**src/rtl/audio_player_pkg.sv**
```systemverilog
// Shared types and constants for the audio sample player.
package audio_player_pkg;

    localparam int unsigned DEFAULT_DIVISOR = 1136;
    localparam int unsigned MIN_DIVISOR     = 100;
    localparam int unsigned SAMPLE_W        = 16;
    localparam int unsigned WORD_W          = 32;
    localparam int unsigned DIV_W           = 32;

    typedef enum logic [1:0] {
        IDLE    = 2'd0,
        FETCH   = 2'd1,
        PLAY_LO = 2'd2,
        PLAY_HI = 2'd3
    } state_t;

    // Requested divisors below the floor would starve the fetch path.
    function automatic logic [DIV_W-1:0] clamp_div(input logic [DIV_W-1:0] d);
        return (d < DIV_W'(MIN_DIVISOR)) ? DIV_W'(MIN_DIVISOR) : d;
    endfunction

endpackage

```
**src/rtl/rate_tick_counter.sv**
```systemverilog
// Free-running sample-period counter; the divisor is only re-sampled at the end
// of a period so a running period is never truncated or stretched.
module rate_tick_counter
    import audio_player_pkg::*;
(
    input  logic             clk,
    input  logic             reset_n,
    input  logic             enable,
    input  logic             clear,
    input  logic [DIV_W-1:0] divisor_in,
    output logic             tick
);

    logic [DIV_W-1:0] r_count;
    logic [DIV_W-1:0] r_active_div;
    logic             w_tick;

    assign w_tick = enable && (r_count == (r_active_div - DIV_W'(1)));
    assign tick   = w_tick;

    always_ff @(posedge clk or negedge reset_n) begin
        if (!reset_n) begin
            r_count      <= '0;
            r_active_div <= DIV_W'(DEFAULT_DIVISOR);
        end else if (clear) begin
            r_count <= '0;
        end else if (w_tick) begin
            r_count      <= '0;
            r_active_div <= clamp_div(divisor_in);
        end else if (enable) begin
            r_count <= r_count + DIV_W'(1);
        end
    end

endmodule

```
**src/rtl/divisor_sample_clock.sv**
```systemverilog
// Fetches 32-bit song words over req/ack and plays them as two 16-bit samples,
// one per divided-clock tick (low half first).
module divisor_sample_clock
    import audio_player_pkg::*;
#(
    parameter int unsigned             ADDR_W    = 23,
    parameter logic [ADDR_W-1:0]       LAST_ADDR = ADDR_W'('h7FFFF)
) (
    input  logic                clk,
    input  logic                reset_n,
    input  logic [DIV_W-1:0]    frequency_divisor,
    input  logic                enable,
    input  logic                restart,
    output logic                mem_req,
    output logic [ADDR_W-1:0]   mem_addr,
    input  logic                mem_ack,
    input  logic [WORD_W-1:0]   mem_data,
    output logic [SAMPLE_W-1:0] sample_out,
    output logic                sample_valid,
    output logic                underrun
);

    state_t              r_state;
    state_t              w_state_next;
    logic                r_mem_req;
    logic                w_mem_req_next;
    logic [ADDR_W-1:0]   r_mem_addr;
    logic [ADDR_W-1:0]   w_mem_addr_next;
    logic [SAMPLE_W-1:0] r_sample;
    logic [SAMPLE_W-1:0] w_sample_next;
    logic                r_valid;
    logic                w_valid_next;
    logic                r_underrun;
    logic                w_underrun_next;
    logic [WORD_W-1:0]   r_word;
    logic [WORD_W-1:0]   w_word_next;
    logic                w_tick;

    rate_tick_counter u_rate_tick_counter (
        .clk        (clk),
        .reset_n    (reset_n),
        .enable     (enable),
        .clear      (restart),
        .divisor_in (frequency_divisor),
        .tick       (w_tick)
    );

    always_ff @(posedge clk or negedge reset_n) begin
        if (!reset_n) begin
            r_state    <= IDLE;
            r_mem_req  <= 1'b0;
            r_mem_addr <= '0;
            r_sample   <= '0;
            r_valid    <= 1'b0;
            r_underrun <= 1'b0;
            r_word     <= '0;
        end else begin
            r_state    <= w_state_next;
            r_mem_req  <= w_mem_req_next;
            r_mem_addr <= w_mem_addr_next;
            r_sample   <= w_sample_next;
            r_valid    <= w_valid_next;
            r_underrun <= w_underrun_next;
            r_word     <= w_word_next;
        end
    end

    // Next-state and registered-output logic; restart overrides every state.
    always_comb begin
        w_state_next    = r_state;
        w_mem_req_next  = r_mem_req;
        w_mem_addr_next = r_mem_addr;
        w_sample_next   = r_sample;
        w_valid_next    = 1'b0;
        w_underrun_next = 1'b0;
        w_word_next     = r_word;

        if (restart) begin
            w_state_next    = enable ? FETCH : IDLE;
            w_mem_req_next  = 1'b0;
            w_mem_addr_next = '0;
        end else begin
            case (r_state)
                IDLE: begin
                    if (enable) begin
                        w_state_next   = FETCH;
                        w_mem_req_next = 1'b1;
                    end
                end
                FETCH: begin
                    w_mem_req_next  = 1'b1;
                    w_underrun_next = w_tick;
                    if (mem_ack) begin
                        w_word_next    = mem_data;
                        w_mem_req_next = 1'b0;
                        w_state_next   = PLAY_LO;
                    end
                end
                PLAY_LO: begin
                    if (w_tick) begin
                        w_sample_next = r_word[SAMPLE_W-1:0];
                        w_valid_next  = 1'b1;
                        w_state_next  = PLAY_HI;
                    end
                end
                PLAY_HI: begin
                    if (w_tick) begin
                        w_sample_next   = r_word[WORD_W-1:SAMPLE_W];
                        w_valid_next    = 1'b1;
                        w_mem_addr_next = (r_mem_addr == LAST_ADDR) ? '0
                                                                    : r_mem_addr + ADDR_W'(1);
                        w_mem_req_next  = 1'b1;
                        w_state_next    = FETCH;
                    end
                end
                default: begin
                    w_state_next   = IDLE;
                    w_mem_req_next = 1'b0;
                end
            endcase
        end
    end

    assign mem_req      = r_mem_req;
    assign mem_addr     = r_mem_addr;
    assign sample_out   = r_sample;
    assign sample_valid = r_valid;
    assign underrun     = r_underrun;

endmodule

```
**config.mk**
```make
export PLATFORM = sky130hd
export DESIGN_NAME = divisor_sample_clock
export DESIGN_NICKNAME = d
export VERILOG_FILES = /design/src/rtl/audio_player_pkg.sv /design/src/rtl/rate_tick_counter.sv /design/src/rtl/divisor_sample_clock.sv
export SDC_FILE = /design/constraint.sdc
export NUM_CORES = 1
export LEC_CHECK = 0
export BUFFER_PORTS_ARGS = -buffer_cell sky130_fd_sc_hd__buf_4
export CORE_MARGIN = 8
export CORE_UTILIZATION = 52
export DETAILED_ROUTE_END_ITERATION = 16
export MAX_ROUTING_LAYER = met4
export PLACE_DENSITY = 0.76
export RECOVER_POWER = 100
export SYNTH_ARGS = -nofsm -noshare
export SYNTH_HDL_FRONTEND = slang
export SYNTH_SLANG_ARGS = --single-unit
```
**constraint.sdc**
```tcl
create_clock -name clk -period 3.35 [get_ports clk]
set_input_delay 0.335 -clock clk [delete_from_list [all_inputs] [get_ports clk]]
set_output_delay 0.335 -clock clk [all_outputs]
set_load 0.05 [all_outputs]
```
==> impl_metrics.py <==
metrics = {
    "critical_path": {
        "regToRegStartpoint": "u_rate_tick_counter.r_active_div[0]$_DFFE_PN0P_",
        "cpMostUsedCell": "o21ai_1",
        "slowest_delay_ps": 590,
        "cp_max_fo": 8,
        "path_delay_family": "simple AND/OR/NAND/NOR gates",
        "path_buf_inv": 2,
        "arrival_ps": 4040,
        "crit_path_end_kind": "flip-flop",
        "r2r_setup_slack_ps": -340,
        "cp-start-kind": "flip-flop",
        "crit_required_ps": 3710,
        "critPathKind": "flip-flop to flip-flop",
        "path_cells": "inv_2 > ha_4 > buf_6 > or3b_4 > o21ai_1 > o31ai_1 > nor3_1 > o2111ai_1 > or4_1 > or4_4 > o32a_1 > o21ai_1",
        "r2r_end": "mem_addr[13]$_DFFE_PN0P_",
        "slowest_stage": "or4_4",
        "reg2regPathDepth": 12,
    },
    "sta": {
        "finalHoldViolCount": 0,
        "timing.hold.ws_ps": 125,
        "tightest_slew_ps": 1800,
        "finClkSkew_ps": 10.7,
        "setup_tns_ps": -20050,
        "slew_headroom": -0.202,
        "rsz0062_at_grt": "true",
        "drv_slew": 33,
        "fin_ws_ps": -337,
        "fmax_mhz": 271,
        "min_period_ps": 3690,
        "setup_violations": 108,
        "period_share": 1.10,
    },
    "synth": {
        "ys.flop_type": "dfrtp_1",
        "yosysMostFrequentCell": "dfrtp_1",
        "synth_largest_area_cell": "dfrtp_1",
        "synth_edf_count": 0,
        "syn-num-nets": 878,
        "yosys_register_bits": 140,
        "ys_seq_area_frac": 0.446,
        "synthCells": 801,
        "syn_avg_cell_area_sq_um": 9.82,
        "synth_area_leaders": "dfrtp_1 (43%), mux2_2 (8.6%), nand3_1 (4.7%)",
        "synthArstFlopShare": 1.00,
        "yosys_warnings": 0,
        "ys_types": 69,
        "synthTopCellsByCount": "dfrtp_1 (136), nor2_1 (75), nand3_1 (74)",
        "synth_top_area_frac": 0.433,
        "syn_area_sq_mm": 0.00787,
    },
    "detailed_routing": {
        "vias": 7200,
        "ant_nets": 0,
        "totalWireLength_um": 23500,
        "initialDrtViolationCount": 646,
        "drt-wirelength-per-cell_um": 19.8,
        "drtPass1Iterations": 5,
        "via_per_inst": 6.08,
        "drc_errors": 0,
    },
    "layout": {
        "area_delta_synth_final_pct": 31.2,
        "fin_util": 0.689,
        "fin_nets": 1061,
        "fillCellCount": 1122,
        "multi_input_area_sq_mm": 0.00435,
        "register_area_sq_mm": 0.00351,
        "diodes": 0,
        "drive_above_1_share": 0.304,
    },
    "run": {
        "maxCapViolCount": 1,
    },
    "clock_network": {
        "cts_buffer_depth": 2,
        "cts_buffers": 17,
        "ctsRootBufferMaster": "clkbuf_16",
        "cts_tree": "done",
        "cts.clk_slew.worst_paths_ps": 70,
        "clk_latency_ps": 440,
        "cts_sinks": 140,
        "h-tree-depth": 4,
    },
    "global_route": {
        "antenna_found_initial": 0,
        "grt_overflow_total": 0,
        "grt_pass1_wl_um": 37100,
        "grtUsageMet1": 0.308,
        "grt_use_total": 0.243,
        "use_met2": 0.373,
        "grt.met3_usage": 0.0496,
        "grt_max_degree": 58,
        "grt_pass1_vias": 7134,
        "busiest_layer": "met2",
    },
    "place": {
        "portBuffers": 110,
        "hpwl_um": 15500,
        "gp_congestion": 0.957,
    },
    "floorplan": {
        "pin_count": 111,
        "die-area_sq_mm": 0.0193,
        "die_h_um": 139,
        "core_area_sq_mm": 0.0150,
        "die_w_um": 139,
        "rows": 45,
        "initial_core_util": 0.525,
    },
    "min_path": {
        "hp-start": "mem_data[21]",
        "hold_class": "input port to flip-flop",
        "hold_end": "r_word[21]$_DFFE_PN0P_",
        "min_path_cells": 2,
    },
    "power": {
        "power_density_mw_per_mm2": 449,
        "p_leak_nw": 4.48,
        "ir_drop_mv": 0.435,
    },
    "run_status": {
        "outcome": "complete, but fails checks",
        "failed_checks": "capacitance limit, slew limit, setup timing",
    },
}
## cells in the final DEF (no fill, tap or decap), types with 11 or more instances in the layout
cell,synthesis,routed
a21oi_1,19,17
a32oi_1,16,14
and3_1,12,12
buf_4,0,129
buf_6,2,11
clkbuf_1,19,43
clkbuf_16,0,21
dfrtp_1,136,136
inv_1,23,21
mux2_2,60,48
mux2_4,0,12
nand2_1,36,36
nand3_1,74,73
nand4_1,19,19
nor2_1,75,75
nor2b_1,13,13
nor3_1,22,18
nor4_1,26,24
o21ai_0,35,13
o21ai_1,4,22
xnor2_1,41,40
xor2_1,36,36
## layout make-up
| cell class | count | share of cell area |
|---|---|---|
| Multi-Input combinational cell | 602 | 0.421 |
| Sequential cell | 140 | 0.340 |
| Timing Repair Buffer | 200 | 0.153 |
| Clock buffer | 17 | 0.0412 |
| Tap cell | 188 | 0.0228 |
| Clock inverter | 15 | 0.0138 |
| Inverter | 23 | 0.00837 |
## power breakdown
part / leakage (nW) / internal (mW) / switching (mW)
combinational: 2.43 / 0.369 / 0.389
clock: 0.278 / 0.988 / 0.841
sequential: 1.77 / 1.91 / 0.136
total: 4.48 / 3.26 / 1.37
## layer usage
layer / share of wire / vias up
li1: - / 3277
met1: 0.44 / 3568
met2: 0.48 / 294
met3: 0.054 / 61
met4: 0.028 / 0
met5: 0 / -
## flip-flops by register name (all words and copies together) (netlist names), 2 cells and up
signal                            cells
mem_addr                             23
r_state                               2
r_word                               32
sample_out                           16
u_rate_tick_counter.r_active_div     32
u_rate_tick_counter.r_count          32
## per-stage QoR
| stage | setup WS (ps) | std cells | power [mW] | area [sq um] |
|---|---|---|---|---|
| 3_5_place_dp | -258 | 1133 | 2.78 | 9360 |
| 6_report | -337 | 1185 | 4.63 | 10300 |
| 2_1_floorplan | 24.4 | 801 | 2.51 | 7880 |
| 4_1_cts | -122 | 1177 | 4.61 | 10300 |
| 5_1_grt | -405 | 1185 | 4.81 | 10300 |
| 3_3_place_gp | -135 | 1133 | 2.75 | 9360 |
## timing repair
action	CTS	global route
setup endpoints to repair	107	108
gates resized for setup	77	12
hold buffers	1	0
pin swaps	15	7
gates cloned	2	5
endpoints found under the hold margin	54	0
buffers inserted	9	4
## worst register-to-register path, delay by kind of cell (launching register included)
family / cells / cell delay (ps)
adder cells (fa/ha/maj): 1 / 160
flip-flops: 1 / 430
AO/OA/AOI/OAI: 5 / 1000
buffers and inverters: 2 / 210
AND/OR/NAND/NOR: 4 / 1810
## logic make-up (layout without fill, tap and decap cells)
group                    count (synthesis)  count (layout)  share of synthesized area
adder cells (fa/ha/maj)                  8               8                     0.0127
AND/OR/NAND/NOR                        340             340                      0.235
multiplexers                            68              68                     0.0962
flip-flops                             140             140                      0.446
buffers and inverters                   59             255                     0.0320
XOR/XNOR                                77              77                     0.0857
AO/OA/AOI/OAI                          109             109                     0.0921
## how the worst max path moves through the flow
stage,start,end,slack [ps],cells after the start
after floorplan,u_rate_tick_counter.r_active_div[0]$_DFFE_PN0P_,mem_addr[19]$_DFFE_PN0P_,20,11
after global placement,u_rate_tick_counter.r_active_div[1]$_DFFE_PN0P_,mem_addr[3]$_DFFE_PN0P_,-140,14
after detailed placement,u_rate_tick_counter.r_active_div[1]$_DFFE_PN0P_,mem_addr[3]$_DFFE_PN0P_,-260,14
after CTS,u_rate_tick_counter.r_active_div[1]$_DFFE_PN0P_,mem_addr[3]$_DFFE_PN0P_,-120,14
after global routing,u_rate_tick_counter.r_active_div[0]$_DFFE_PN0P_,mem_addr[13]$_DFFE_PN0P_,-410,12
final,u_rate_tick_counter.r_active_div[0]$_DFFE_PN0P_,mem_addr[13]$_DFFE_PN0P_,-340,12
No activity file was read; power rests on OpenSTA's default activity.
